<file path="config.mk">
export PLATFORM = sky130hd
export DESIGN_NAME = double_buffer
export DESIGN_NICKNAME = d
export VERILOG_FILES = /design/src/rtl/double_buffer.sv
export SDC_FILE = /design/constraint.sdc
export NUM_CORES = 1
export LEC_CHECK = 0
export ABC_AREA = 1
export CAP_MARGIN = 40
export CORE_ASPECT_RATIO = 1.5
export CORE_UTILIZATION = 30
export CTS_BUF_LIST = sky130_fd_sc_hd__clkbuf_16
export DETAILED_ROUTE_END_ITERATION = 10
export PLACE_DENSITY_LB_ADDON = 0.1
export SETUP_SLACK_MARGIN = 0.15
export SLEW_MARGIN = 20
export SYNTH_ARGS = -nofsm -noshare
export SYNTH_HDL_FRONTEND = slang
export SYNTH_SLANG_ARGS = --single-unit
</file>
<file path="constraint.sdc">
create_clock -name clk -period 3.3 [get_ports clk]
set_clock_uncertainty 0.15 [all_clocks]
set_input_delay 0.33 -clock clk [delete_from_list [all_inputs] [get_ports clk]]
set_output_delay 0.33 -clock clk [all_outputs]
set_load 0.1 [all_outputs]
</file>
<file path="src/rtl/double_buffer.sv">
// rtl/double_buffer.sv - front/back bank pair with swap and background clear
module double_buffer #(
  parameter int    WIDTH      = 16,
  parameter int    DEPTH      = 32,
  parameter int    AUTO_CLEAR = 0,
  parameter string FILE       = "",
  localparam int   AW         = (DEPTH > 2) ? $clog2(DEPTH) : 1
) (
  input  logic             clk,
  input  logic             rstn,
  input  logic             write_enable,
  input  logic [AW-1:0]    addr_write,
  input  logic [WIDTH-1:0] data_in,
  input  logic [AW-1:0]    addr_read,
  output logic [WIDTH-1:0] data_out,
  input  logic             clear,
  input  logic [WIDTH-1:0] clear_value,
  input  logic             swap,
  output logic             ready,
  output logic             front_sel,
  output logic             write_dropped
);

  localparam logic [AW-1:0] LAST = AW'(DEPTH - 1);

  typedef enum logic {IDLE, CLEARING} state_t;

  state_t           state, state_n;
  logic             swap_pending, swap_pending_n;
  logic [AW-1:0]    cnt, cnt_n;
  logic             front_n;
  logic [WIDTH-1:0] fill, fill_n;
  logic             ready_n, dropped_n;
  logic             armed;

  logic             mem_we;
  logic [AW-1:0]    mem_addr;
  logic [WIDTH-1:0] mem_data;

  logic [WIDTH-1:0] bank0 [DEPTH];
  logic [WIDTH-1:0] bank1 [DEPTH];

  // Requests are only honoured once the reset release has been seen by one
  // clock edge, so a request coinciding with the first edge is ignored.
  logic wr_req, swap_req, clear_req;
  assign wr_req    = write_enable & armed & (addr_write <= LAST);
  assign swap_req  = swap & armed;
  assign clear_req = clear & armed;

  // Arm request acceptance one edge after reset release
  always_ff @(posedge clk or negedge rstn) begin
    if (!rstn) armed <= 1'b0;
    else       armed <= 1'b1;
  end

  // Next-state, clear sequencing and back-bank write port selection
  always_comb begin
    state_n        = state;
    swap_pending_n = swap_pending;
    cnt_n          = cnt;
    front_n        = front_sel;
    fill_n         = fill;
    dropped_n      = 1'b0;
    mem_we         = 1'b0;
    mem_addr       = addr_write;
    mem_data       = data_in;
    ready_n        = 1'b0;
    case (state)
      IDLE: begin
        // user write lands in the current back bank, even on a swap edge
        mem_we = wr_req;
        if (swap_req) front_n = ~front_sel;
        // a combined clear+swap clears only the new back bank, once
        if (clear_req || (swap_req && AUTO_CLEAR != 0)) begin
          state_n = CLEARING;
          cnt_n   = '0;
          fill_n  = clear_value;
        end
      end
      CLEARING: begin
        mem_we    = 1'b1;
        mem_addr  = cnt;
        mem_data  = fill;
        dropped_n = wr_req;
        if (swap_req) swap_pending_n = 1'b1;
        if (cnt == LAST) begin
          cnt_n   = '0;
          state_n = IDLE;
          if (swap_pending || swap_req) begin
            front_n        = ~front_sel;
            swap_pending_n = 1'b0;
            if (AUTO_CLEAR != 0) begin
              state_n = CLEARING;
              fill_n  = clear_value;
            end
          end
        end else begin
          cnt_n = cnt + 1'b1;
        end
      end
      default: state_n = IDLE;
    endcase
    ready_n = (state_n == IDLE) && !swap_pending_n;
  end

  // Control state registers
  always_ff @(posedge clk or negedge rstn) begin
    if (!rstn) begin
      state         <= IDLE;
      swap_pending  <= 1'b0;
      cnt           <= '0;
      front_sel     <= 1'b0;
      fill          <= '0;
      ready         <= 1'b1;
      write_dropped <= 1'b0;
    end else begin
      state         <= state_n;
      swap_pending  <= swap_pending_n;
      cnt           <= cnt_n;
      front_sel     <= front_n;
      fill          <= fill_n;
      ready         <= ready_n;
      write_dropped <= dropped_n;
    end
  end

  // Single write port, always into the back bank; contents survive reset
  always_ff @(posedge clk) begin
    if (mem_we) begin
      if (front_sel) bank0[mem_addr] <= mem_data;
      else           bank1[mem_addr] <= mem_data;
    end
  end

  // Registered front-bank read; out-of-range addresses read as zero
  always_ff @(posedge clk or negedge rstn) begin
    if (!rstn)                 data_out <= '0;
    else if (addr_read > LAST) data_out <= '0;
    else if (front_sel)        data_out <= bank1[addr_read];
    else                       data_out <= bank0[addr_read];
  end

endmodule

</file>
==> results.sh, run 1 <==
export IMPL_htree_levels=3
export IMPL_route_detailed_drc=0
export IMPL_numPlacedInstances=5607
export IMPL_wirelength_um=138000
export IMPL_cts_buffers=105
export IMPL_area_delta_synth_final_pct=17.4
export IMPL_cts_buffer_depth=3
export IMPL_path_clk_slew_ns=0.07
export IMPL_ys_warn_count=0
export IMPL_synth_cells=3709
export IMPL_place_hpwl_um=83500
export IMPL_yosysUniqueCellTypes=26
export IMPL_finalMaxSlewViolations=0
export IMPL_dr_pass1_iters=5
export IMPL_p_leak_uw=0.0186
export IMPL_vias_per_cell=4.76
export IMPL_ys_ff_latch=1067
export IMPL_root_buffer="clkbuf_16"
export IMPL_setup_worst_path_end_class="flop"
export IMPL_slew_headroom=0.453
export IMPL_p_comb_frac=0.236
export IMPL_synth_common_cells="nand2_1, edfxtp_1, nand3_1, buf_2, nor3_1"
export IMPL_die_w_um=313
export IMPL_synth_edf_count=1024
export IMPL_timing_final_crit_share=0.902
export IMPL_critPathMaxFanout=20
export IMPL_crit_path_cell_trace="dlygate4sd3_1, clkdlybuf4s50_1, inv_1, o21ai_0, buf_4, nand2_2, buf_4, nor3_2, buf_4"
export IMPL_nets=3882
export IMPL_synth_area_top_cells="edfxtp_1, nand2_1, nand3_1, dfrtp_1, buf_2"
export IMPL_boundaryPins=66
export IMPL_report_final_hold_viol_count=0
export IMPL_antenna_found_initial=2
export IMPL_synth_top_flop_cell="edfxtp_1"
export IMPL_grt_max_degree=102
export IMPL_setup_tns_ns=0
export IMPL_netlist_area_leader_share=0.705
export IMPL_clock_latency_ns=0.72
export IMPL_drtIter0Drc=2030
export IMPL_vdd_drop_max_mv=0.847
export IMPL_power_density_nw_per_um2=800
export IMPL_start_util=0.302
export IMPL_required_ns=3.55
export IMPL_async_flop_share=0.0403
export IMPL_track_usage=0.187
export IMPL_start_kind="input port"
export IMPL_grt_pass1_vias=27944
export IMPL_placementRows=171
export IMPL_final_setup_viol_count=0
export IMPL_maxCapViolCount=0
export IMPL_drive_gt1_frac=0.113
export IMPL_yosysTopAreaCell="edfxtp_1"
export IMPL_worst_endpoint_arrival_ns=3.23
export IMPL_p_clk_frac=0.306
export IMPL_status="completed"
export IMPL_wire_per_inst_um=23.7
export IMPL_vias=27703
export IMPL_ff2ff_path_depth=6
export IMPL_gr_total_overflow=0
export IMPL_period_needed_ns=2.98
export IMPL_cpMaxStageDelayCell="dlygate4sd3_1"
export IMPL_gp_congestion=0.822
export IMPL_max_slew_worst_pin_slew_ns=0.818
export IMPL_design_die_area_um2=147000
export IMPL_avgSynthCellArea_um2=11.8
export IMPL_max_stage_delay_ns=0.52
export IMPL_clock_sinks=1067
export IMPL_hold_path_class="input port to flop"
export IMPL_syn_num_nets=3758
export IMPL_hold_depth=5
export IMPL_dieHeight_um=469
export IMPL_crit_path_frequent_cell="buf_4"
export IMPL_postRouteAntennaNets=0
export IMPL_synth_most_common_cell="nand2_1"
export IMPL_cts_tree="built"
export IMPL_criticalPathCategory="input port to flop"
export IMPL_whs_ns=0.159
export IMPL_syn_area_um2=43600
export IMPL_seq_area_frac_synth=0.730
export IMPL_p_int_uw=27500
export IMPL_core_um2=145000
export IMPL_place_area_um2=47400
export IMPL_max_freq_mhz=336
export IMPL_final_cell_area_um2=51200
export IMPL_final_cells=5825
export IMPL_switching_share=0.330
export IMPL_grt_pass1_wl_um=199000
export IMPL_rsz0062_at_grt="false"
export IMPL_io_buffers=65
export IMPL_switchingPower_uw=13500
export IMPL_cts_setup_buffers=0
export IMPL_seqPwrFrac=0.458
-- cell families after synthesis --
logic type                 Yosys count  share of synthesized area
DFF                               1067                      0.730
and+or+nand+nor                   2360                      0.230
other                                1                  0.0000860
adders and majority gates            2                   0.000574
xor gates and xnor gates             2                   0.000402
AOI/OAI and AO/OA                   14                    0.00166
buffers and inverters              263                     0.0376
-- path summary, 6_finish.rpt --
kind / from / endpoint / slack (ns)
worst max-delay path: write_enable / bank1[11][15] / 0.32
worst min-delay path: swap / swap_pending / 0.16
worst max register to register: state / bank0[24][13] / 0.38
worst min register to register: fill[14] / fill[14] / 0.32
max in group asynchronous: rstn / fill[3] / 1.82
min in group asynchronous: rstn / fill[13] / 0.48
-- sequential cells by signal, indices dropped and copies added (netlist names) --
register	count
bank0	512
bank1	512
data_out	16
fill	16
cnt	5
armed	1
front_sel	1
ready	1
state	1
swap_pending	1
write_dropped	1
-- stage by stage --
stage	setup WS, ns	util	power [µW]
global placement	-0.640	0.327	28800
CTS	0.211	0.354	41600
detailed placement	-0.0241	0.328	29000
global route	0.203	0.354	42500
finish	0.324	0.354	41000
floorplan	0.0457	-	23300
-- power groups by stage --
stage          clock network (µW)  logic (µW)  registers [µW]
6_report                    12500        9670           18800
5_1_grt                     13300       10300           18900
4_1_cts                     12800        9940           18800
3_5_place_dp                    0        9930           19100
3_3_place_gp                    0        9770           19100
2_1_floorplan                   0        3500           19800
-- cells in the final DEF (no fill, tap or decap), types with 23 or more instances in the layout --
cell type        instances
nand2_1               1401
edfxtp_1              1024
nand3_1                864
buf_4                  130
clkbuf_16              106
nor3_2                  60
buf_12                  50
clkdlybuf4s50_1         44
dfrtp_1                 42
inv_1                   35
clkinv_2                23
-- worst max-delay path, delay by kind of cell --
| kind | cells | cell delay [ns] |
|---|---|---|
| compound gates | 1 | 0.47 |
| simple gates | 2 | 0.46 |
| buf+inv | 6 | 1.94 |
-- metal layers --
metal / share of wire / global-route usage / routed length [µm] / up-vias
met5: 0 / 0 / 0 / -
li1: - / - / - / 13222
met4: 0.031 / 0.0640 / 4220 / 0
met1: 0.43 / 0.237 / 59700 / 13783
met2: 0.51 / 0.330 / 69700 / 541
met3: 0.031 / 0.0188 / 4250 / 157
-- area by class of cell --
cell class,count,area (µm²)
fillers,14407,93400
flip-flops and latches,1067,31800
multi-input cells,2379,10500
repair buffers,255,2780
clock buffers,106,2650
well taps,1903,2380
clock inverters,89,895
inverters,25,130
diodes,1,2.50
-- repair_timing --
item	CTS	global route
endpoints found under the hold margin	60	0
endpoints found under the setup margin	0	0
hold buffers	20	0
gates resized for setup	0	0
(Power assumes the default switching activity.)
==> run 2: changes to the inputs <==
SETUP_SLACK_MARGIN = 0.05   (was 0.15)
==> run 2 against run 1 <==
Die area is the same. Count of clock-buffer cells in the layout up 4. Hold slack worse by 0.11 ns. Non-clock buffer count is 26 higher. Final area is 0.61% lower. Via count is 1.2% higher. Register-to-register slack improved by 0.17 ns. Critical path type unchanged. Largest cell class unchanged.
==> results.sh, run 2 (same netlist as run 1, synthesis figures left out) <==
export IMPL_cts_repair_resized=0
export IMPL_vias=28037
export IMPL_gp_congestion=0.810
export IMPL_dieHeight_um=469
export IMPL_drive_gt1_frac=0.113
export IMPL_final_setup_viol_count=0
export IMPL_slew_headroom=0.454
export IMPL_hold_path_class="input port to asynchronous set/reset pin"
export IMPL_vdd_drop_max_mv=0.699
export IMPL_grt_pass1_vias=28157
export IMPL_gr_total_overflow=0
export IMPL_nFillCells=14474
export IMPL_clock_latency_ns=0.72
export IMPL_cts_buffer_depth=3
export IMPL_timing_final_crit_share=0.837
export IMPL_max_slew_worst_pin_slew_ns=0.816
export IMPL_path_clk_slew_ns=0.06
export IMPL_critPathMaxFanout=10
export IMPL_io_buffers=65
export IMPL_track_usage=0.198
export IMPL_cts_buffers=105
export IMPL_dr_pass1_iters=5
export IMPL_reg_top3="bank0 x512, bank1 x512"
export IMPL_antenna_found_initial=5
export IMPL_final_common_cell="nand2_1"
export IMPL_report_final_hold_viol_count=0
export IMPL_cts_tree="built"
export IMPL_fin_ws_ns=0.539
export IMPL_die_w_um=313
export IMPL_required_ns=3.55
export IMPL_boundaryPins=66
export IMPL_place_ws_ns=0.344
export IMPL_setup_worst_path_end_class="flop"
export IMPL_nets=3908
export IMPL_worst_endpoint_arrival_ns=3.02
export IMPL_final_cell_mix="nand2_1, edfxtp_1, nand3_1"
export IMPL_max_freq_mhz=362
export IMPL_start_kind="input port"
export IMPL_design_die_area_um2=147000
export IMPL_period_needed_ns=2.76
export IMPL_grt_pass1_wl_um=207000
export IMPL_place_hpwl_um=88600
export IMPL_final_util=0.352
export IMPL_finalMaxSlewViolations=0
export IMPL_drtIter0Drc=2171
export IMPL_root_buffer="clkbuf_16"
export IMPL_core_um2=145000
export IMPL_grt_max_degree=103
export IMPL_wire_per_inst_um=24.8
export IMPL_setup_tns_ns=0
export IMPL_vias_per_cell=4.79
export IMPL_wirelength_um=145000
export IMPL_clock_sinks=1067
export IMPL_area_delta_synth_final_pct=16.7
export IMPL_start_util=0.302
export IMPL_status="completed"
export IMPL_htree_levels=3
export IMPL_route_detailed_drc=0
export IMPL_p_leak_uw=0.0186
export IMPL_placementRows=171
export IMPL_criticalPathCategory="input port to flop"
export IMPL_power_density_nw_per_um2=786
export IMPL_whs_ns=0.0482
export IMPL_rsz0062_at_grt="false"
export IMPL_maxCapViolCount=0
export IMPL_postRouteAntennaNets=0
run 2: cell count changes in the layout (fill, tap and decap cells not counted), sizes merged:
cell,delta
clkdlybuf4s50,-2
buf,+29
clkinvlp,-3
bufinv,-12
dlygate4sd3,-1
inv,+13
clkbuf,+4
run 2: final timing paths:
| kind | startpoint | to | slack [ns] | cells past startpoint |
|---|---|---|---|---|
| min reg2reg | fill[10] | fill[10] | 0.32 | 2 |
| max reg2reg | state | bank1[29][7] | 0.55 | 6 |
| min in group clk | addr_read[2] | data_out[0] | 0.14 | 7 |
| max in group asynchronous | rstn | cnt[0] | 1.92 | 3 |
| min | rstn | ready | 0.05 | 2 |
| max | write_enable | bank1[29][7] | 0.54 | 7 |
run 2: layout make-up:
cell class / count / area (µm²) / share of cell area
inverter: 25 / 133 / 0.00261
antenna: 1 / 2.50 / 0.0000492
clock inverter: 87 / 452 / 0.00887
multi-input combinational: 2379 / 10500 / 0.207
sequential: 1067 / 31800 / 0.625
tap: 1903 / 2380 / 0.0468
clock buffer: 110 / 2750 / 0.0541
timing repair buffer: 281 / 2830 / 0.0557
run 2: metal layers:
metal / part of all wire / vias to the layer above / GRT usage
met4: 0.032 / 0 / 0.0724
met3: 0.037 / 173 / 0.0176
met5: 0 / - / 0
li1: - / 13292 / -
met1: 0.43 / 13925 / 0.252
met2: 0.50 / 647 / 0.348
run 2: timing repair:
| item | 4_1_cts | 5_1_grt |
|---|---|---|
| endpoints found under the hold margin | 60 | 0 |
| setup buffers | 0 | 0 |
| hold buffers | 19 | 0 |
| setup endpoints to repair | 0 | 0 |
run 2: report_power, final:
part / internal, µW / switching (µW)
clock: 6220 / 5250
sequential: 18400 / 473
combinational: 1860 / 7840
run 2: critical path, stage by stage:
cell             delay, ns
dlygate4sd3_1         0.52
clkdlybuf4s50_1       0.48
inv_1                 0.05
o21ai_0               0.42
nand2_2               0.26
nor3_2                0.62
buf_4                 0.32
run 2: stage by stage:
step / cell area (µm²) / power, µW / std cells
after floorplan: 43600 / 23200 / 3709
after global placement: 47400 / 29000 / 5633
after detailed placement: 47500 / 29100 / 5636
after CTS: 50900 / 40600 / 5852
after global routing: 50900 / 41500 / 5853
final: 50900 / 40000 / 5853
==> run 3: changes to the inputs <==
clock period = 2.6 ns   (was 3.3 ns; I/O delays follow)
==> run 3 against run 2 <==
Combinational power up 40%. Sequential power is 28% higher. Critical path type is now flop to flop. Critical endpoint is now bank0[12][14]. Final cell count rose by 0.44%.
==> results.sh, run 3 (same netlist as run 1, synthesis figures left out) <==
export IMPL_status="completed"
export IMPL_vias_per_cell=4.77
export IMPL_vias=28034
export IMPL_grt_pass1_wl_um=209000
export IMPL_htree_levels=3
export IMPL_nets=3936
export IMPL_final_cell_mix="nand2_1, edfxtp_1, nand3_1"
export IMPL_boundaryPins=66
export IMPL_dr_pass1_iters=8
export IMPL_die_w_um=313
export IMPL_postRouteAntennaNets=0
export IMPL_grt_max_degree=65
export IMPL_critPathMaxFanout=16
export IMPL_cts_tree="built"
export IMPL_cts_buffers=105
export IMPL_vdd_drop_max_mv=1.22
export IMPL_report_final_hold_viol_count=0
export IMPL_criticalPathCategory="flop to flop"
export IMPL_whs_ns=0.113
export IMPL_grt_pass1_vias=28631
export IMPL_wirelength_um=146000
export IMPL_max_slew_worst_pin_slew_ns=0.538
export IMPL_setup_worst_path_end_class="flop"
export IMPL_final_setup_viol_count=0
export IMPL_rsz0062_at_grt="false"
export IMPL_hold_path_class="input port to flop"
export IMPL_gp_congestion=0.799
export IMPL_design_die_area_um2=147000
export IMPL_final_util=0.366
export IMPL_area_delta_synth_final_pct=21.3
export IMPL_max_freq_mhz=405
export IMPL_route_detailed_drc=0
export IMPL_slew_headroom=0.641
export IMPL_place_hpwl_um=89500
export IMPL_nFillCells=14169
export IMPL_required_ns=2.87
export IMPL_reg_top3="bank0 x512, bank1 x512"
export IMPL_gr_total_overflow=0
export IMPL_period_needed_ns=2.47
export IMPL_root_buffer="clkbuf_16"
export IMPL_core_um2=145000
export IMPL_wire_per_inst_um=24.8
export IMPL_drive_gt1_frac=0.126
export IMPL_maxCapViolCount=0
export IMPL_final_cell_area_um2=52900
export IMPL_power_density_nw_per_um2=1010
export IMPL_clock_latency_ns=0.73
export IMPL_p_leak_uw=0.0195
export IMPL_finalMaxSlewViolations=0
export IMPL_track_usage=0.199
export IMPL_dieHeight_um=469
export IMPL_antenna_found_initial=7
export IMPL_clock_sinks=1067
export IMPL_path_clk_slew_ns=0.06
export IMPL_start_kind="flop"
export IMPL_timing_final_crit_share=0.950
export IMPL_start_util=0.302
export IMPL_cts_buffer_depth=3
export IMPL_placementRows=171
export IMPL_worst_endpoint_arrival_ns=2.74
export IMPL_io_buffers=65
export IMPL_place_area_um2=49200
export IMPL_final_common_cell="nand2_1"
export IMPL_drtIter0Drc=2165
[run 3: routing by layer]
metal	vias up	part of all wire	track usage
met3	147	0.033	0.0199
met4	2	0.027	0.0638
met2	542	0.53	0.369
li1	13362	-	-
met1	13981	0.41	0.241
met5	-	0.000069	0
[run 3: path summary, 6_finish.rpt]
path / start / endpoint / slack, ns / depth (start not counted)
max in group asynchronous: rstn / data_out[3] / 1.52 / 4
min reg2reg: fill[6] / fill[6] / 0.32 / 2
max reg2reg: state / bank0[12][14] / 0.13 / 8
min: swap / swap_pending / 0.11 / 5
max: state / bank0[12][14] / 0.13 / 8
min in group asynchronous: rstn / ready / 0.54 / 3
[run 3: metrics by stage]
stage | TNS, ns | cells | setup WS [ns] | total power (µW)
floorplan | 0 | 3709 | 0.0619 | 30300
global placement | -1.80 | 5663 | -0.0413 | 38300
detailed placement | -0.185 | 5663 | -0.00799 | 38300
CTS | 0 | 5878 | 0.114 | 54100
global route | 0 | 5879 | 0.0576 | 55300
finish | 0 | 5879 | 0.131 | 53300
[run 3: where the power goes]
part,switching [µW],internal (µW),total (µW)
clock network,6760,8980,15700
registers,653,23300,24000
logic,10600,3000,13600
[run 3: final cells by class]
type                    instances  area, µm²  area share
flip-flops and latches       1067      31800       0.601
repair buffers                309       4150      0.0784
well taps                    1903       2380      0.0450
diodes                          1       2.50   0.0000473
inverters                      25        130     0.00246
multi-input cells            2379      10900       0.206
clock buffers                 111       2780      0.0525
clock inverters                84        736      0.0139
[run 3: repair_timing]
action / CTS / global route
buffers inserted: 0 / 0
hold buffers: 20 / 0
resized for setup: 0 / 1
hold endpoints to repair: 60 / 0
setup endpoints to repair: 0 / 288
[run 3: worst max-delay path, stage by stage (launching register included)]
cell	delay, ns
dfrtp_2	0.48
o21ai_1	0.33
inv_1	0.10
nor2_1	0.26
buf_4	0.17
nand2_1	0.05
buf_4	0.22
nor3_4	0.18
buf_12	0.19
